## config.mk

```make
export PLATFORM = sky130hd
export DESIGN_NAME = lut_playback_sequencer
export DESIGN_NICKNAME = d
export VERILOG_FILES = /design/src/rtl/lut_playback_sequencer.sv
export SDC_FILE = /design/constraint.sdc
export NUM_CORES = 1
export LEC_CHECK = 0
export CORE_MARGIN = 1.5
export CORE_UTILIZATION = 30
export CTS_BUF_LIST = sky130_fd_sc_hd__clkbuf_8
export CTS_CLUSTER_SIZE = 24
export DETAILED_ROUTE_END_ITERATION = 6
export HOLD_SLACK_MARGIN = 0.12
export PLACE_DENSITY_LB_ADDON = 0.2
export RECOVER_POWER = 100
export REMOVE_ABC_BUFFERS = 1
export SYNTH_ARGS = -nofsm -noshare
export SYNTH_HDL_FRONTEND = slang
export SYNTH_SLANG_ARGS = --single-unit
```

## constraint.sdc

```tcl
create_clock -name clk -period 3.2 [get_ports clk]
set_clock_uncertainty 0.2 [all_clocks]
set_input_delay 0.96 -clock clk [delete_from_list [all_inputs] [get_ports clk]]
set_output_delay 0.96 -clock clk [all_outputs]
set_load 0.005 [all_outputs]
```

## src/rtl/lut_playback_sequencer.sv

```systemverilog
`default_nettype none
// ============================================================================
//  Module      : lut_playback_sequencer
//  Description : Walks a synchronous level-table ROM at a programmable pace.
//                Each entry goes downstream over valid/ready, together with
//                a registered "entry > threshold" comparator flag. Playback
//                is either one-shot or looped.
//  Revision    : 1.0 - initial release
// ============================================================================
module lut_playback_sequencer #(
   parameter int DEPTH  = 121,
   parameter int ADDR_W = 7,
   parameter int DATA_W = 8,
   parameter int DIV_W  = 16
) (
   input  logic              clk,
   input  logic              rst,
   input  logic              start,
   input  logic              stop,
   input  logic              loop_en,
   input  logic [DIV_W-1:0]  tick_div,
   input  logic [DATA_W-1:0] threshold,
   output logic [ADDR_W-1:0] rom_addr,
   input  logic [DATA_W-1:0] rom_data,
   output logic              out_valid,
   input  logic              out_ready,
   output logic [DATA_W-1:0] out_data,
   output logic              out_above,
   output logic              busy,
   output logic              done
);

   typedef enum logic [2:0] {
      ST_IDLE    = 3'd0,
      ST_FETCH   = 3'd1,
      ST_WAIT    = 3'd2,
      ST_PRESENT = 3'd3,
      ST_PACE    = 3'd4
   } state_t;

   localparam logic [ADDR_W-1:0] C_LAST_ADDR = ADDR_W'(DEPTH - 1);
   localparam logic [DIV_W-1:0]  C_DIV_ONE   = DIV_W'(1);

   state_t              state_q, state_d;
   logic [ADDR_W-1:0]   addr_q, addr_d;
   logic [DIV_W-1:0]    div_q, div_d;
   logic [DIV_W-1:0]    cnt_q, cnt_d;
   logic                loop_q, loop_d;
   logic [DATA_W-1:0]   data_q, data_d;
   logic                above_q, above_d;
   logic                valid_q, valid_d;
   logic                busy_q, busy_d;
   logic                done_q, done_d;

   // Next-state and next-output computation for the playback FSM
   always_comb begin
      state_d = state_q;
      addr_d  = addr_q;
      div_d   = div_q;
      cnt_d   = cnt_q;
      loop_d  = loop_q;
      data_d  = data_q;
      above_d = above_q;
      done_d  = 1'b0;

      case (state_q)
         ST_IDLE: begin
            if (start && !stop) begin
               state_d = ST_FETCH;
               addr_d  = '0;
               cnt_d   = '0;
               // A zero divider is treated as the shortest pace
               div_d   = (tick_div == '0) ? C_DIV_ONE : tick_div;
               loop_d  = loop_en;
            end
         end
         ST_FETCH: begin
            state_d = ST_WAIT;
         end
         ST_WAIT: begin
            data_d  = rom_data;
            above_d = (rom_data > threshold);
            state_d = ST_PRESENT;
         end
         ST_PRESENT: begin
            if (out_ready) begin
               // The accept cycle counts as pace cycle 0
               cnt_d = C_DIV_ONE;
               if (addr_q == C_LAST_ADDR) begin
                  addr_d = '0;
                  if (loop_q) begin
                     state_d = ST_PACE;
                  end else begin
                     state_d = ST_IDLE;
                     done_d  = 1'b1;
                  end
               end else begin
                  addr_d  = addr_q + ADDR_W'(1);
                  state_d = ST_PACE;
               end
            end
         end
         ST_PACE: begin
            if (cnt_q >= div_q) begin
               cnt_d   = '0;
               state_d = ST_FETCH;
            end else begin
               cnt_d = cnt_q + C_DIV_ONE;
            end
         end
         default: begin
            state_d = ST_IDLE;
            addr_d  = '0;
            cnt_d   = '0;
         end
      endcase

      // Abort overrides everything; the held sample is kept on out_data
      if (stop && (state_q != ST_IDLE)) begin
         state_d = ST_IDLE;
         addr_d  = '0;
         cnt_d   = '0;
         data_d  = data_q;
         above_d = above_q;
         done_d  = 1'b0;
      end

      valid_d = (state_d == ST_PRESENT);
      busy_d  = (state_d != ST_IDLE);
   end

   // State and output registers with synchronous reset
   always_ff @(posedge clk) begin
      if (rst) begin
         state_q <= ST_IDLE;
         addr_q  <= '0;
         div_q   <= C_DIV_ONE;
         cnt_q   <= '0;
         loop_q  <= 1'b0;
         data_q  <= '0;
         above_q <= 1'b0;
         valid_q <= 1'b0;
         busy_q  <= 1'b0;
         done_q  <= 1'b0;
      end else begin
         state_q <= state_d;
         addr_q  <= addr_d;
         div_q   <= div_d;
         cnt_q   <= cnt_d;
         loop_q  <= loop_d;
         data_q  <= data_d;
         above_q <= above_d;
         valid_q <= valid_d;
         busy_q  <= busy_d;
         done_q  <= done_d;
      end
   end

   assign rom_addr  = addr_q;
   assign out_valid = valid_q;
   assign out_data  = data_q;
   assign out_above = above_q;
   assign busy      = busy_q;
   assign done      = done_q;

endmodule
`default_nettype wire

```

==> flow_metrics.py, run 1 <==
metrics = {
    "timing": {
        "worstMarginPinSlew_ns": 0.667,
        "period_share_pct": 89.2,
        "setup_tns_ns": 0,
        "hold_viol_final": 0,
        "worst_slack_ns": 0.346,
        "relSlewSlack_pct": 55.5,
        "whs_ns": 0.258,
        "final.min_clock_period_ns": 2.85,
        "fmax_mhz": 350,
        "slew_viol_final": 0,
        "grt_setup_unrepaired": "no",
        "setup_violations": 0,
    },
    "critical_path": {
        "endpoint_kind": "flip-flop",
        "crit_type": "input port to flip-flop",
        "path_cells": "clkdlybuf4s50_1, nor4b_2, nor2b_1, clkbuf_1, nand2_1, a21oi_1",
        "crit_required_ns": 3.25,
        "max_stage_delay_ns": 0.53,
        "crit_arrival_ns": 2.90,
        "cpLargestDelayFamily": "buffers and inverters",
        "crit_fanout": 15,
        "worst-path-buf-inv": 2,
        "cp-start-kind": "input port",
        "slowest_stage": "clkbuf_1",
    },
    "route": {
        "wl_per_cell_um": 12.3,
        "drc_errors": 0,
        "ant_nets": 0,
        "vias_per_cell": 4.72,
        "num_vias": 2565,
        "wirelength_um": 6680,
        "dr.pass1.iters": 4,
        "dr.first_iter.drc_count": 46,
    },
    "power_and_ir_drop": {
        "power.net_switching_uw": 345,
        "power_mw": 1.31,
        "p_per_area_nw_per_um2": 356,
        "total_leakage_power_nw": 1.51,
        "power.share.clock_pct": 31.6,
        "seqPwrFrac_pct": 54.3,
        "comb_power_share_pct": 14.1,
        "ir_drop_v": 0.000165,
        "p_int_uw": 970,
        "sw_frac_of_total_pct": 26.3,
    },
    "clocking": {
        "holdBufCountCts": 0,
        "clkLatencyLatePin_ns": 0.31,
        "cts_sinks": 55,
        "cts-root-buf": "clkbuf_8",
        "h-tree-depth": 2,
        "clk_path_buf_depth": 2,
        "cts_tree": "built",
        "postCtsResizedCells": 0,
        "cts_buffers": 5,
        "cts.clk_slew.worst_paths_ns": 0.10,
        "post-cts-setup-buffer-count": 0,
    },
    "logic_synthesis": {
        "synth_area_leaders": "dfxtp_1 (38%), ha_1 (12%), nand2_1 (7.7%)",
        "ys_warn_count": 0,
        "async_flop_share_pct": 0,
        "synth_top_area_share_pct": 37.8,
        "synthCells": 356,
        "ys_types": 45,
        "synth_commonest_cells": "nand2_1 (60), dfxtp_1 (55), a21oi_1 (32), inv_1 (31), ha_1 (27)",
        "syn-cell-area_um2": 2910,
        "synth-seq-cells": 55,
        "synth_most_common_cell": "nand2_1",
        "seq_area_frac_synth_pct": 37.8,
        "avgSynthCellArea_um2": 8.17,
        "synth-edff-count": 0,
        "dominantRegCellSynth": "dfxtp_1",
        "synth_top_area_cell": "dfxtp_1",
    },
    "floorplanning": {
        "rows": 35,
        "die_h_um": 101,
        "die-area_um2": 10300,
        "initial_core_util_pct": 31.2,
        "dieWidth_um": 101,
        "ios": 57,
        "core_area_um2": 9330,
    },
    "placed_design": {
        "place_hpwl_um": 5170,
        "portBuffers": 56,
        "pre_cts_slack_ns": 0.0517,
        "place_congestion": 0.807,
        "dpl_cell_area_um2": 3630,
    },
    "global_route": {
        "antenna_found_initial": 0,
        "grtUsageTotal_pct": 13.8,
        "grt_max_degree": 27,
        "gr-total-overflow": 0,
        "grt_pass1_vias": 2511,
        "grt_pass1_wl_um": 11600,
    },
    "final_layout": {
        "diodes": 0,
        "area_growth_pct": 26.7,
        "layout-drive-gt1-share_pct": 4.11,
        "final_cell_area_um2": 3690,
        "multi_input_area_um2": 1610,
        "regArea_um2": 1100,
        "nets": 478,
        "n_fill_cell": 1001,
    },
    "run_status": {
        "status": "finished, final reports clean",
    },
    "run": {
        "max-cap-violations": 0,
    },
    "worst_hold_path": {
        "holdCritPathClass": "flip-flop to flip-flop",
    },
}
-- placed cells by master, fill, tap and decap left out, types with 15 or more instances in the layout --
cell	count
ha_1	27
nor2_1	26
xor2_1	16
dlygate4sd3_1	20
nand3_1	15
dfxtp_1	55
a21oi_1	32
inv_1	31
clkdlybuf4s50_1	36
nand2_1	61
-- through the flow --
step | std cells | utilization (%)
floorplan | 342 | -
global placement | 535 | 38.9
detailed placement | 535 | 38.9
CTS | 543 | 39.9
global route | 543 | 39.5
finish | 543 | 39.5
-- flip-flops by register name (all words and copies together) (netlist names) --
name	cells
busy	1
cnt_q	16
div_q	16
done	1
loop_q	1
out_above	1
out_data	8
out_valid	1
rom_addr	7
state_q	3
-- per-layer routing --
metal | routed length (µm) | up-vias | GRT usage [%]
met3 | 220 | 2 | 2.69
met4 | 24 | 0 | 2.78
met2 | 3230 | 40 | 23.9
met1 | 3200 | 1192 | 18.0
met5 | 0 | - | 0
li1 | - | 1331 | -
-- logic make-up after synthesis --
logic type	count (synthesis)	share of synthesized area [%]
flops	55	37.8
xor+xnor	18	5.42
compound gates	61	13.8
simple gates	150	25.1
buf+inv	45	6.28
fa+ha+maj	27	11.6
-- power by group through the flow --
| stage | combinational (mW) | clock (mW) | sequential [mW] |
|---|---|---|---|
| 6_report | 0.185 | 0.416 | 0.714 |
| 4_1_cts | 0.194 | 0.433 | 0.714 |
| 2_1_floorplan | 0.0928 | 0 | 0.727 |
| 3_5_place_dp | 0.193 | 0 | 0.730 |
| 5_1_grt | 0.211 | 0.467 | 0.716 |
| 3_3_place_gp | 0.191 | 0 | 0.729 |
-- final timing paths --
kind / from / to / slack [ns] / depth (start not counted)
min reg2reg: out_data[0] / out_data[0] / 0.26 / 2
min: out_data[0] / out_data[0] / 0.26 / 2
max: stop / div_q[1] / 0.35 / 6
max reg2reg: div_q[9] / cnt_q[2] / 0.66 / 8
-- worst reg2reg max path: stages, from the launching register on --
cell	delay, ns
dfxtp_1	0.36
inv_1	0.05
ha_1	0.30
a21o_1	0.18
a221o_1	0.31
a21o_1	0.21
nor3_4	0.38
nand2_1	0.17
o311ai_0	0.28
-- layout make-up --
type | instances | share of cell area (%)
multi-input cells | 256 | 43.6
flip-flops and latches | 55 | 29.9
repair buffers | 64 | 16.3
well taps | 129 | 4.38
inverters | 31 | 3.15
clock buffers | 6 | 2.24
clock inverters | 2 | 0.441
(Power assumes the default switching activity.)
==> inputs of run 2 (changes only) <==
--- a/config.mk
+++ b/config.mk
@@ -14,6 +14,7 @@
 export PLACE_DENSITY_LB_ADDON = 0.2
 export RECOVER_POWER = 100
 export REMOVE_ABC_BUFFERS = 1
+export SETUP_SLACK_MARGIN = 0.4
 export SYNTH_ARGS = -nofsm -noshare
 export SYNTH_HDL_FRONTEND = slang
 export SYNTH_SLANG_ARGS = --single-unit
==> flow_metrics.py, run 2 (same netlist as run 1, synthesis figures left out) <==
metrics = {
    "clocking": {
        "h-tree-depth": 2,
        "clkLatencyLatePin_ns": 0.31,
        "cts_buffers": 5,
        "clk_path_buf_depth": 2,
        "cts-root-buf": "clkbuf_8",
        "cts_tree": "built",
        "cts_sinks": 55,
        "cts.clk_slew.worst_paths_ns": 0.11,
        "holdBufCountCts": 0,
    },
    "run_status": {
        "status": "finished, final reports clean",
    },
    "floorplanning": {
        "initial_core_util_pct": 31.2,
        "die-area_um2": 10300,
        "core_area_um2": 9330,
        "ios": 57,
        "dieWidth_um": 101,
        "die_h_um": 101,
        "rows": 35,
    },
    "critical_path": {
        "crit_type": "input port to flip-flop",
        "cp-start-kind": "input port",
        "crit_fanout": 6,
        "crit_required_ns": 3.22,
        "r2r-end": "cnt_q[5]",
        "crit_arrival_ns": 2.80,
        "timing.rr.start": "div_q[13]",
        "ff2ff_path_depth": 8,
        "reg2reg_slack_ns": 0.67,
        "endpoint_kind": "flip-flop",
    },
    "power_and_ir_drop": {
        "power.share.clock_pct": 31.7,
        "seqPwrFrac_pct": 54.1,
        "ir_drop_v": 0.000166,
        "total_leakage_power_nw": 1.52,
        "p_per_area_nw_per_um2": 357,
        "comb_power_share_pct": 14.3,
        "sw_frac_of_total_pct": 26.4,
        "p_int_uw": 973,
        "power.net_switching_uw": 349,
    },
    "placed_design": {
        "place_congestion": 0.807,
        "portBuffers": 56,
        "place_hpwl_um": 5170,
    },
    "route": {
        "wirelength_um": 6720,
        "vias_per_cell": 4.73,
        "ant_nets": 0,
        "dr.first_iter.drc_count": 40,
        "num_vias": 2569,
        "dr.pass1.iters": 4,
        "wl_per_cell_um": 12.4,
        "drc_errors": 0,
    },
    "timing": {
        "hold_viol_final": 0,
        "relSlewSlack_pct": 19.2,
        "slew_viol_final": 0,
        "setup_tns_ns": 0,
        "setup_violations": 0,
        "worstMarginPinSlew_ns": 1.21,
        "final.min_clock_period_ns": 2.78,
        "fmax_mhz": 360,
        "grt_setup_unrepaired": "no",
        "period_share_pct": 86.9,
    },
    "final_layout": {
        "area_growth_pct": 27.3,
        "nets": 478,
        "final_util_pct": 39.7,
        "mostFrequentLayoutCells": "nand2_1 (60), dfxtp_1 (55), clkdlybuf4s50_1 (35)",
        "diodes": 0,
        "final_common_cell": "nand2_1",
        "layout-drive-gt1-share_pct": 5.31,
    },
    "global_route": {
        "grt_max_degree": 27,
        "grtUsageMet3_pct": 2.69,
        "top_usage_layer": "met2",
        "antenna_found_initial": 0,
        "gr-total-overflow": 0,
        "grtUsageTotal_pct": 13.8,
        "grt_pass1_wl_um": 11600,
        "use_met1_pct": 18.0,
        "grt_pass1_vias": 2511,
        "grt_use_met2_pct": 23.9,
    },
    "worst_hold_path": {
        "min_from": "out_data[0]",
        "min_to": "out_data[0]",
        "whs_path_depth": 2,
        "holdCritPathClass": "flip-flop to flip-flop",
    },
    "run": {
        "max-cap-violations": 0,
    },
}
run 2: changes by cell type in the layout (fill, tap and decap cells not counted), sizes merged:
cell,delta
buf,+4
clkbuf,-3
clkdlybuf4s50,-1
run 2: power by group through the flow:
| stage | registers (mW) | clock network, mW | logic [mW] |
|---|---|---|---|
| 6_report | 0.714 | 0.419 | 0.189 |
| 5_1_grt | 0.717 | 0.467 | 0.214 |
| 4_1_cts | 0.715 | 0.433 | 0.195 |
| 3_5_place_dp | 0.730 | 0 | 0.193 |
| 3_3_place_gp | 0.729 | 0 | 0.191 |
| 2_1_floorplan | 0.727 | 0 | 0.0928 |
run 2: metrics by stage:
stage / setup WS, ns / cells / area, µm² / hold slack [ns] / power (mW)
global route: 0.235 / 543 / 3710 / 0.281 / 1.40
finish: 0.420 / 543 / 3710 / 0.258 / 1.32
floorplan: 0.742 / 342 / 2840 / 0.230 / 0.820
CTS: 0.425 / 543 / 3730 / 0.262 / 1.34
detailed placement: 0.0517 / 535 / 3630 / 0.246 / 0.923
global placement: 0.111 / 535 / 3630 / 0.243 / 0.920
run 2: worst max-delay path, cell delays in order:
cell and delay (ns):
dlygate4sd3_1 0.59, nor4_1 0.42, and2_0 0.43, nand2_2 0.13, o311ai_0 0.27
run 2: timing repair:
item	4_1_cts	5_1_grt
cloned	0	0
buffers inserted	0	0
setup endpoints to repair	3	20
pin swaps	0	0
resized for setup	1	3
run 2: layout make-up:
cell class                      instances  area, µm²
Fill cell                            1001       5620
Clock inverter                          2       16.3
Timing Repair Buffer                   64        611
Inverter                               31        116
Tap cell                              129        161
Sequential cell                        55       1100
Multi-Input combinational cell        256       1620
Clock buffer                            6       82.6
run 2: routing by layer:
layer  share of wire (%)  wire, µm  vias up
li1                    -         -     1331
met1                  48      3250     1199
met2                  48      3230       37
met3                 3.2       217        2
met4                0.36        24        0
met5                   0         0        -
run 2: how the worst max path moves through the flow:
stage               startpoint          to  slack, ns
finish                     rst    cnt_q[2]       0.42
detailed placement        stop   cnt_q[12]       0.05
floorplan                 stop  state_q[0]       0.74
CTS                       stop    cnt_q[5]       0.42
global placement          stop    cnt_q[5]       0.11
global route               rst   cnt_q[11]       0.23
